$ cat src/rtl/serial_adder_if.sv
// ---------------------------------------------------------------------------
// serial_adder_if
// Bundles the request/result handshake of the bit-serial adder/subtractor.
//
// Signals:
//   Start    request, sampled by the adder only while it is not working
//   A, B     operands (WIDTH bits), captured on an accepted Start
//   Cin      carry-in for add, ignored when Sub=1
//   Sub      1 = compute A - B
//   Acc      (only with SERIAL_ADDER_ACCUM_EN) take operand A from Sum
//   Busy     high while operand bits are being processed
//   Done     one-cycle pulse when the result is valid
//   Sum      result (WIDTH bits), held until the next accepted Start
//   Cout     final carry-out (for Sub, 1 = no borrow)
//   Overflow signed overflow
//
// Modports: master drives the request side, slave is the adder itself.
// Optional macro: SERIAL_ADDER_ACCUM_EN adds the Acc request bit.
// ---------------------------------------------------------------------------
interface serial_adder_if #(
  parameter int WIDTH = 8
);
  logic             Start;
  logic [WIDTH-1:0] A;
  logic [WIDTH-1:0] B;
  logic             Cin;
  logic             Sub;
`ifdef SERIAL_ADDER_ACCUM_EN
  logic             Acc;
`endif
  logic             Busy;
  logic             Done;
  logic [WIDTH-1:0] Sum;
  logic             Cout;
  logic             Overflow;

  modport master (
`ifdef SERIAL_ADDER_ACCUM_EN
    output Acc,
`endif
    output Start, A, B, Cin, Sub,
    input  Busy, Done, Sum, Cout, Overflow
  );

  modport slave (
`ifdef SERIAL_ADDER_ACCUM_EN
    input  Acc,
`endif
    input  Start, A, B, Cin, Sub,
    output Busy, Done, Sum, Cout, Overflow
  );
endinterface

$ cat src/rtl/serial_adder.sv
// ---------------------------------------------------------------------------
// serial_adder
// Bit-serial adder/subtractor: one full-adder slice plus a carry flip-flop,
// one operand bit per clock, LSB first. Subtraction is A + ~B + 1.
//
// Ports:
//   clk   rising-edge clock
//   rst   synchronous active-high reset (overrides Start)
//   bus   serial_adder_if.slave : Start/A/B/Cin/Sub[/Acc] in,
//                                 Busy/Done/Sum/Cout/Overflow out
//
// Timing: Start accepted at edge k -> Busy high after edges k+1..k+WIDTH ->
// Done high (Busy low) for one cycle after edge k+WIDTH+1.
//
// Optional macro: SERIAL_ADDER_ACCUM_EN. When defined, bus.Acc=1 on an
// accepted Start loads operand A from the current Sum register.
// ---------------------------------------------------------------------------
module serial_adder #(
  parameter int WIDTH = 8
) (
  input logic           clk,
  input logic           rst,
  serial_adder_if.slave bus
);

  localparam int CNT_W = $clog2(WIDTH + 1);

  typedef enum logic [1:0] {
    IDLE,
    RUN,
    DONE
  } state_t;

  state_t           r_state;
  logic [WIDTH-1:0] r_sa;
  logic [WIDTH-1:0] r_sb;
  logic [WIDTH-1:0] r_sum;
  logic [CNT_W-1:0] r_cnt;
  logic             r_carry;
  logic             r_busy;
  logic             r_done;
  logic             r_cout;
  logic             r_ovf;

  logic             w_accept;
  logic             w_lastBit;
  logic             w_s;
  logic             w_c;
  logic [WIDTH-1:0] w_opA;
  logic [WIDTH-1:0] w_opB;

  // Start is only honoured when no operation is in flight; the Done cycle
  // counts as idle so back-to-back operations lose no cycle.
  assign w_accept  = bus.Start && ((r_state == IDLE) || (r_state == DONE));
  assign w_lastBit = (r_cnt == CNT_W'(WIDTH - 1));

  // Single full-adder slice working on the LSBs of the shift registers.
  assign w_s = r_sa[0] ^ r_sb[0] ^ r_carry;
  assign w_c = (r_sa[0] & r_sb[0]) | (r_sa[0] & r_carry) | (r_sb[0] & r_carry);

`ifdef SERIAL_ADDER_ACCUM_EN
  assign w_opA = bus.Acc ? r_sum : bus.A;
`else
  assign w_opA = bus.A;
`endif
  assign w_opB = bus.Sub ? ~bus.B : bus.B;

  // Control and datapath in one registered FSM. The first RUN cycle only
  // raises Busy; bits are processed on the following WIDTH edges, the last
  // of which also latches Cout/Overflow and moves to DONE.
  always_ff @(posedge clk) begin
    if (rst) begin
      r_state <= IDLE;
      r_sa    <= '0;
      r_sb    <= '0;
      r_sum   <= '0;
      r_cnt   <= '0;
      r_carry <= 1'b0;
      r_busy  <= 1'b0;
      r_done  <= 1'b0;
      r_cout  <= 1'b0;
      r_ovf   <= 1'b0;
    end else begin
      case (r_state)
        IDLE, DONE: begin
          r_done <= 1'b0;
          if (w_accept) begin
            r_sa    <= w_opA;
            r_sb    <= w_opB;
            // subtract needs the +1 of the two's complement as carry-in
            r_carry <= bus.Sub | bus.Cin;
            r_cnt   <= '0;
            r_sum   <= '0;
            r_cout  <= 1'b0;
            r_ovf   <= 1'b0;
            r_busy  <= 1'b0;
            r_state <= RUN;
          end else begin
            r_state <= IDLE;
          end
        end

        RUN: begin
          if (!r_busy) begin
            r_busy <= 1'b1;
          end else begin
            r_sum   <= {w_s, r_sum[WIDTH-1:1]};
            r_sa    <= r_sa >> 1;
            r_sb    <= r_sb >> 1;
            r_carry <= w_c;
            r_cnt   <= r_cnt + CNT_W'(1);
            if (w_lastBit) begin
              // r_carry is still the carry into the MSB here
              r_cout  <= w_c;
              r_ovf   <= r_carry ^ w_c;
              r_busy  <= 1'b0;
              r_done  <= 1'b1;
              r_state <= DONE;
            end
          end
        end

        default: begin
          r_state <= IDLE;
          r_busy  <= 1'b0;
          r_done  <= 1'b0;
        end
      endcase
    end
  end

  assign bus.Busy     = r_busy;
  assign bus.Done     = r_done;
  assign bus.Sum      = r_sum;
  assign bus.Cout     = r_cout;
  assign bus.Overflow = r_ovf;

endmodule

$ cat src/flat_wrapper.sv
// flat-port wrapper written by rule: the top's interface ports become plain ports
module serial_adder_flat 
#(
  parameter int WIDTH = 8
)
  (clk, rst, bus_Start, bus_A, bus_B, bus_Cin, bus_Sub, bus_Busy, bus_Done, bus_Sum, bus_Cout, bus_Overflow);
  serial_adder_if #(.WIDTH(WIDTH)) bus_i ();
  input logic clk;
  input logic rst;
  input wire logic [$bits(bus_i.Start)-1:0] bus_Start;
  input wire logic [$bits(bus_i.A)-1:0] bus_A;
  input wire logic [$bits(bus_i.B)-1:0] bus_B;
  input wire logic [$bits(bus_i.Cin)-1:0] bus_Cin;
  input wire logic [$bits(bus_i.Sub)-1:0] bus_Sub;
  output wire logic [$bits(bus_i.Busy)-1:0] bus_Busy;
  output wire logic [$bits(bus_i.Done)-1:0] bus_Done;
  output wire logic [$bits(bus_i.Sum)-1:0] bus_Sum;
  output wire logic [$bits(bus_i.Cout)-1:0] bus_Cout;
  output wire logic [$bits(bus_i.Overflow)-1:0] bus_Overflow;
  assign bus_i.Start = bus_Start;
  assign bus_i.A = bus_A;
  assign bus_i.B = bus_B;
  assign bus_i.Cin = bus_Cin;
  assign bus_i.Sub = bus_Sub;
  assign bus_Busy = bus_i.Busy;
  assign bus_Done = bus_i.Done;
  assign bus_Sum = bus_i.Sum;
  assign bus_Cout = bus_i.Cout;
  assign bus_Overflow = bus_i.Overflow;
  serial_adder #(.WIDTH(WIDTH)) u_core (.clk(clk), .rst(rst), .bus(bus_i));
endmodule
$ cat config.mk
export PLATFORM = sky130hd
export DESIGN_NAME = serial_adder_flat
export DESIGN_NICKNAME = d
export VERILOG_FILES = /design/src/rtl/serial_adder_if.sv /design/src/rtl/serial_adder.sv /design/src/flat_wrapper.sv
export SDC_FILE = /design/constraint.sdc
export NUM_CORES = 1
export LEC_CHECK = 0
export BUFFER_PORTS_ARGS = -buffer_cell sky130_fd_sc_hd__buf_2
export CAP_MARGIN = 20
export CORE_UTILIZATION = 50
export DETAILED_ROUTE_END_ITERATION = 6
export GPL_TIMING_DRIVEN = 1
export PLACE_DENSITY = 0.73
export SETUP_SLACK_MARGIN = 0.4
export SYNTH_ARGS = -nofsm -noshare
export SYNTH_HDL_FRONTEND = slang
export SYNTH_SLANG_ARGS = --single-unit
export TNS_END_PERCENT = 30
$ cat constraint.sdc
create_clock -name clk -period 2.4 [get_ports clk]
set_input_delay 0.48 -clock clk [delete_from_list [all_inputs] [get_ports clk]]
set_output_delay 0.48 -clock clk [all_outputs]
set_load 0.01 [all_outputs]
==> summary.md, run 1 <==
| Metric | Value |
|---|---|
| Post-DR vias/cell | `around 5.7` |
| CP arrival | `1.90 ns` |
| Type of element launching the critical path | `register` |
| F_max | `about 620 MHz` |
| Hold Crit Class | `primary input to register` |
| Share of cells above drive strength 1 | `around 24%` |
| Worst setup path startpoint | `u_core.r_state[0]$_SDFFE_PP0P_` |
| Core ar. | `between 3000 and 4000 µm²` |
| Final Wtd Congestion | `between 0.7 and 0.8` |
| Mapped Cells | `around 190` |
| Die area | `~3600 µm²` |
| Largest net degree at the start of global routing | `29` |
| Die W | `roughly 60 µm` |
| Worst Tran Pin Value | `about 0.72 ns` |
| PD cells | `slightly above 600 nW/µm²` |
| Post-Syn Nets | `roughly 220` |
| Critical path endpoint category | `register` |
| CTS H-tree depth | `2` |
| IO Pins | `33` |
| Clock Sink Count | `35` |
| Fin crit period | `between 1.5 and 2 ns` |
| Syn-to-layout area delta | `11.5%` |
| Vias in the first global route | `roughly 1400` |
| Setup tns final | `0 ns` |
| Number of setup violations in the final report | `0` |
| Initial antenna violation count | `0` |
| Postcts setup bufs | `0` |
| Clock Path Buffers | `2` |
| Max FO, Critical Path | `19` |
| Max-Slew Margin vs Limit | `between 50% and 60%` |
| Total chip power | `between 1 and 1.5 mW` |
| CP Class | `register to register` |
| Slew Limit Fails | `0` |
| Num rows | `20` |
| Syn. warnings | `0` |
| NumNets Final | `between 200 and 250` |
| Final hold violation count | `0` |
| Seq/Total Area, Yosys | `just over 40%` |
| Dpl hpwl | `between 2000 and 3000 µm` |
| Die Y-Extent | `slightly above 60 µm` |
| FILL cells | `between 300 and 400` |
| Number of CTS-inserted buffers | `5` |
| Worst Clk Skew | `approximately 0.0044 ns` |
| Worst path required time | `around 2.7 ns` |
| Worst r2r src | `u_core.r_state[0]$_SDFFE_PP0P_` |
| Drt first-iter violations | `94` |
| Avg Cell Area, Syn | `about 9 µm²` |
| Clock transition time at the flip-flop clock pins of the worst setup and hold paths | `0.10 ns` |
| 1st-pass router iterations | `4` |
| Diode count | `0` |
| Routed len/inst | `14.1 µm` |
| Fin area | `approximately 1900 µm²` |
| Starting Density | `54.0%` |
| Mapped Area | `~1700 µm²` |
| Vias | `1509` |
| Placed Area | `between 1500 and 2000 µm²` |
| FF+latch count, synth | `35` |
| DRT antenna net count | `0` |
| Post-Route WL | `3730 µm` |
| Post-route DRC | `0` |
| Root buf cell | `clkbuf_4` |
| Number of library cell types mapped by synthesis | `37` |
| Final period utilization | `~68%` |
| Quantity of hold-fixing buffers added after cts | `0` |
| Status | `finished clean` |
| Hold_sp | `bus_A[7]` |
| Global-route wire length before repair | `between 6000 and 7000 µm` |
| Clock Latency Late Sink | `roughly 0.34 ns` |
| Port Buffers | `32` |
| Maximum vdd drop | `between 0.3 and 0.4 mV` |
| Tot GR Track Use | `22.9%` |
| Leakage power | `around 0.77 nW` |
| Post-cts resize count | `0` |
| RSZ-0062 raised after global routing | `false` |
| CTS tree | `done` |
| Gr ovfl total | `0` |
| Max-cap violations | `0` |
## path summary, 6_finish.rpt
path	endpoint	slack, ns	cells after the start
worst max-delay path	u_core.r_carry$_SDFFE_PP0P_	0.78	3
worst min-delay path	u_core.r_sa[7]$_SDFFE_PP0P_	0.39	3
worst max register to register	u_core.r_carry$_SDFFE_PP0P_	0.78	3
worst min register to register	u_core.bus.Sum[0]$_SDFFE_PP0P_	0.47	2
## Yosys cell counts
cell type	n	area, µm²
dfxtp_1	35	701
nand2_1	25	93.8
nor2_1	17	63.8
a21oi_1	16	80.1
nand3_1	16	80.1
o211ai_1	11	82.6
nor3_1	10	50.1
xor2_1	9	78.8
o32ai_1	7	61.3
buf_6	6	67.6
a311oi_1	4	35.0
a311oi_2	3	45.0
buf_2	3	15.0
buf_1	2	7.51
buf_4	2	15.0
clkbuf_1	2	7.51
mux2i_1	2	20.0
nand2b_1	2	12.5
or3_1	2	12.5
a221o_1	1	10.0
and2b_1	1	7.51
and3b_2	1	10.0
and4b_1	1	10.0
buf_8	1	15.0
clkbuf_2	1	5.00
clkinv_1	1	3.75
fa_1	1	20.0
ha_1	1	12.5
nand2_2	1	6.26
nand3b_2	1	11.3
nand4b_1	1	8.76
nor2b_2	1	8.76
nor3b_1	1	7.51
o2111ai_2	1	15.0
o21ai_0	1	5.00
o21ai_2	1	8.76
xnor2_1	1	8.76
## layout by cell type, fill, tap and decap left out, drive strengths merged
cell	synthesis	final
mux2i	2	2
nand2	26	26
xnor2	1	1
o21ai	2	2
clkbuf	3	8
nor2	17	17
nand4b	1	1
ha	1	1
a21oi	16	16
nand2b	2	2
a311oi	7	7
nor3	10	10
a221o	1	1
nor3b	1	1
and2b	1	1
o211ai	11	11
o2111ai	1	1
o32ai	7	7
nand3b	1	1
or3	2	2
and3b	1	1
dfxtp	35	35
nor2b	1	1
fa	1	1
nand3	16	16
clkinv	1	1
and4b	1	1
xor2	9	9
buf	14	38
## logic make-up (layout without fill, tap and decap cells)
logic type / Yosys count / count (layout) / share of synthesized area [%]
adder cells (fa/ha/maj): 2 / 2 / 1.91
XOR/XNOR: 10 / 10 / 5.14
flip-flops: 35 / 35 / 41.1
AND/OR/NAND/NOR: 80 / 80 / 22.5
buffers and inverters: 18 / 47 / 8.01
AO/OA/AOI/OAI: 45 / 45 / 20.1
multiplexers: 2 / 2 / 1.18
## critical path, cell delays in order (launching register included)
cell and delay [ns]:
dfxtp_1 0.51, nand2b_1 0.45, a221o_1 0.47, a21oi_1 0.13
## cell type report
class	count	area [µm²]	share of cell area, %
Sequential cell	35	701	36.9
Multi-Input combinational cell	139	866	45.6
Inverter	1	3.75	0.198
Tap cell	44	55.1	2.90
Timing Repair Buffer	38	205	10.8
Clock buffer	8	68.8	3.62
## state kept, by name, summed over array words and instances (netlist names)
signal / count
u_core.r_carry: 1
u_core.bus.Done: 1
u_core.bus.Overflow: 1
u_core.r_sa: 8
u_core.bus.Cout: 1
u_core.r_sb: 8
u_core.bus.Sum: 8
u_core.r_cnt: 4
u_core.r_state: 2
u_core.bus.Busy: 1
## layer usage
metal	routed length, µm	track usage, %	vias up
li1	-	-	746
met4	79	8.97	0
met5	0	0	-
met3	157	7.46	9
met1	1790	28.7	717
met2	1700	36.6	37
## metrics by stage
| step | hold WS, ns | utilization (%) | cells | worst slack (ns) |
|---|---|---|---|---|
| 2_1_floorplan | 0.444 | - | 192 | 1.13 |
| 5_1_grt | 0.382 | 60.2 | 265 | 0.668 |
| 3_3_place_gp | 0.451 | 58.1 | 257 | 0.789 |
| 6_report | 0.387 | 60.2 | 265 | 0.775 |
| 3_5_place_dp | 0.455 | 58.1 | 257 | 0.709 |
| 4_1_cts | 0.387 | 60.2 | 265 | 0.778 |
## power by group
part	switching, mW	internal, mW	leakage [nW]
Sequential	0.0215	0.612	0.286
Clock	0.190	0.172	0.0386
Combinational	0.114	0.0726	0.443
Note: power is estimated with default switching activity, not from simulation.
==> run 2: changes to the inputs <==
ABC_AREA = 1   (was not set)
clock period = 1.55 ns   (was 2.4 ns; I/O delays follow)
==> summary.md, run 2 <==
| Metric | Value |
|---|---|
| Critical path endpoint category | `register` |
| Maximum vdd drop | `between 0.6 and 0.7 mV` |
| Die Y-Extent | `approximately 60 µm` |
| NumNets Final | `between 300 and 400` |
| Worst Tran Pin Value | `approximately 0.46 ns` |
| Clock Latency Late Sink | `between 0.3 and 0.4 ns` |
| Post-synth top cells | `nand2_1, dfxtp_1, nor2_1` |
| Root buf cell | `clkbuf_4` |
| Core ar. | `~3100 µm²` |
| Post-Route WL | `between 3000 and 4000 µm` |
| Type of element launching the critical path | `register` |
| Final Wtd Congestion | `roughly 0.82` |
| Share of cells above drive strength 1 | `a little over a quarter` |
| Total chip power | `1.89 mW` |
| Placed Area | `1880 µm²` |
| Number of setup violations in the final report | `0` |
| Simple-gate share of the synthesized area | `about a third` |
| Worst Clk Skew | `~0.0067 ns` |
| DRT antenna net count | `0` |
| Number of library cell types mapped by synthesis | `19` |
| Tot GR Track Use | `22.2%` |
| Seq/Total Area, Yosys | `between 40% and 50%` |
| Max-Slew Margin vs Limit | `between 60% and 70%` |
| Leakage power | `1.01 nW` |
| Gr ovfl total | `0` |
| Dominant cell by count in the synthesized netlist | `nand2_1` |
| Starting Density | `a little over half` |
| FILL cells | `a little under 300` |
| IO Pins | `33` |
| Top-area cell type share of the netlist area | `~41%` |
| Synth area leader | `dfxtp_1` |
| Commonest non-fill, non-tap cells in the layout | `nand2_1, nor2_1, buf_2` |
| Drt first-iter violations | `about 120` |
| Vias | `between 1500 and 2000` |
| Clock transition time at the flip-flop clock pins of the worst setup and hold paths | `approximately 0.090 ns` |
| Post-Syn Nets | `roughly 280` |
| Post-Synth XOR/XNOR Area | `between 1.5 and 2%` |
| Most common cell after layout, fill and taps aside | `nand2_1` |
| Final hold violation count | `0` |
| Adder-Cell Fraction of Synth Area | `1.92%` |
| Clock Sink Count | `35` |
| Hold WS | `about 0.20 ns` |
| Status | `finished clean` |
| Num rows | `20` |
| Hold_sp | `rst` |
| Diode count | `0` |
| Worst path required time | `between 1.5 and 2 ns` |
| Largest family of logic cells by synthesized area | `simple AND/OR/NAND/NOR gates` |
| Dpl hpwl | `2400 µm` |
| CTS tree | `done` |
| PD cells | `between 900 and 1000 nW/µm²` |
| CP bufs+invs | `0` |
| Fraction of synthesized area in multiplexers | `0%` |
| Max FO, Critical Path | `2` |
| CP Class | `register to register` |
| Quantity of hold-fixing buffers added after cts | `0` |
| F_max | `824 MHz` |
| Crit-path slowest cell | `fa_2` |
| Area contributors post-synth | `dfxtp_1, nand2_1, nor2_1` |
| Worst reg2reg path depth | `5` |
| Fin crit period | `1.21 ns` |
| Setup tns final | `0 ns` |
| Routed len/inst | `about 11 µm` |
| Vias in the first global route | `1435` |
| Largest net degree at the start of global routing | `18` |
| Worst r2r src | `u_core.r_sa[0]$_SDFFE_PP0P_` |
| Post-route DRC | `0` |
| Post-DR vias/cell | `4.90` |
| Hold Crit Class | `primary input to register` |
| Initial antenna violation count | `0` |
| Clock Path Buffers | `2` |
| Die area | `between 3000 and 4000 µm²` |
| Worst setup path startpoint | `u_core.r_sa[0]$_SDFFE_PP0P_` |
| Avg Cell Area, Syn | `6.71 µm²` |
| Port Buffers | `32` |
| RSZ-0062 raised after global routing | `true` |
| CTS H-tree depth | `2` |
| Cell Chain, Critical Path | `fa_2, nand2_2, nand2_1, o21ai_1, nor2_1` |
| Async SR Flop Fraction | `0%` |
| Syn. warnings | `0` |
| Cell count along the critical path | `5` |
| Crit path largest cell delay | `0.57 ns` |
| CP arrival | `between 1 and 1.5 ns` |
| EDFF count, synth | `0` |
| Syn-to-layout area delta | `22.6%` |
| Global-route wire length before repair | `roughly 6000 µm` |
| Slew Limit Fails | `0` |
| 1st-pass router iterations | `4` |
| CP top delay family | `adder cells` |
| Top FF cell, synth | `dfxtp_1` |
| Hold path depth | `2` |
| Mapped Area | `~1700 µm²` |
| Die W | `roughly 60 µm` |
| Final period utilization | `about four fifths` |
| FF+latch count, synth | `35` |
| Mapped Cells | `about 250` |
| Number of CTS-inserted buffers | `5` |
| Synth Area in Compound Gates | `12.1%` |
| Max-cap violations | `0` |
| Fin area | `just over 2000 µm²` |
## run 2: per-layer routing
layer / routed length (µm) / up-vias / global-route usage (%)
li1: - / 872 / -
met3: 200 / 5 / 8.01
met5: 0 / - / 0
met1: 1730 / 737 / 28.6
met2: 1680 / 37 / 34.5
met4: 32 / 0 / 6.64
## run 2: area by class of cell
class                           instances  area, µm²  area share [%]
Multi-Input combinational cell        183        875            42.2
Sequential cell                        35        712            34.4
Timing Repair Buffer                   49        308            14.9
Inverter                               20       81.3            3.93
Tap cell                               44       55.1            2.66
Clock buffer                            6       41.3            1.99
## run 2: report_power, final
part           total, mW  leakage (nW)  switching (mW)  internal [mW]
registers           1.01         0.290          0.0399          0.970
clock network      0.433        0.0242           0.272          0.161
logic              0.445         0.692           0.249          0.196
## run 2: kinds of logic after synthesis
family                     Yosys count
and+or+nand+nor                    137
buffers and inverters               34
DFF                                 35
adders and majority gates            2
xor gates and xnor gates             3
AOI/OAI and AO/OA                   41
## run 2: worst paths after layout
check / slack [ns] / to
max reg2reg: 0.34 / u_core.bus.Sum[7]$_SDFFE_PP0P_
min: 0.20 / u_core.r_cnt[1]$_SDFFE_PP0P_
min reg2reg: 0.49 / u_core.r_sb[7]$_SDFFE_PP0P_
max: 0.34 / u_core.bus.Sum[7]$_SDFFE_PP0P_
## run 2: worst register-to-register path, stage by stage (launching register included)
cell and delay (ns):
dfxtp_2 0.34, fa_2 0.57, nand2_2 0.05, nand2_1 0.06, o21ai_1 0.05, nor2_1 0.08
## run 2: repair_timing
item | CTS | global route
resized for setup | 18 | 13
endpoints found under the hold margin | 0 | 0
setup buffers | 5 | 2
setup endpoints to repair | 33 | 43
pin swaps | 7 | 14
cloned | 1 | 1
## run 2: per-stage QoR
stage	setup slack, ns	std cells	utilization, %
after detailed placement	0.214	322	60.2
after floorplan	0.376	252	-
after CTS	0.345	334	64.5
after global routing	0.262	337	66.2
final	0.337	337	66.2
after global placement	0.276	322	60.2
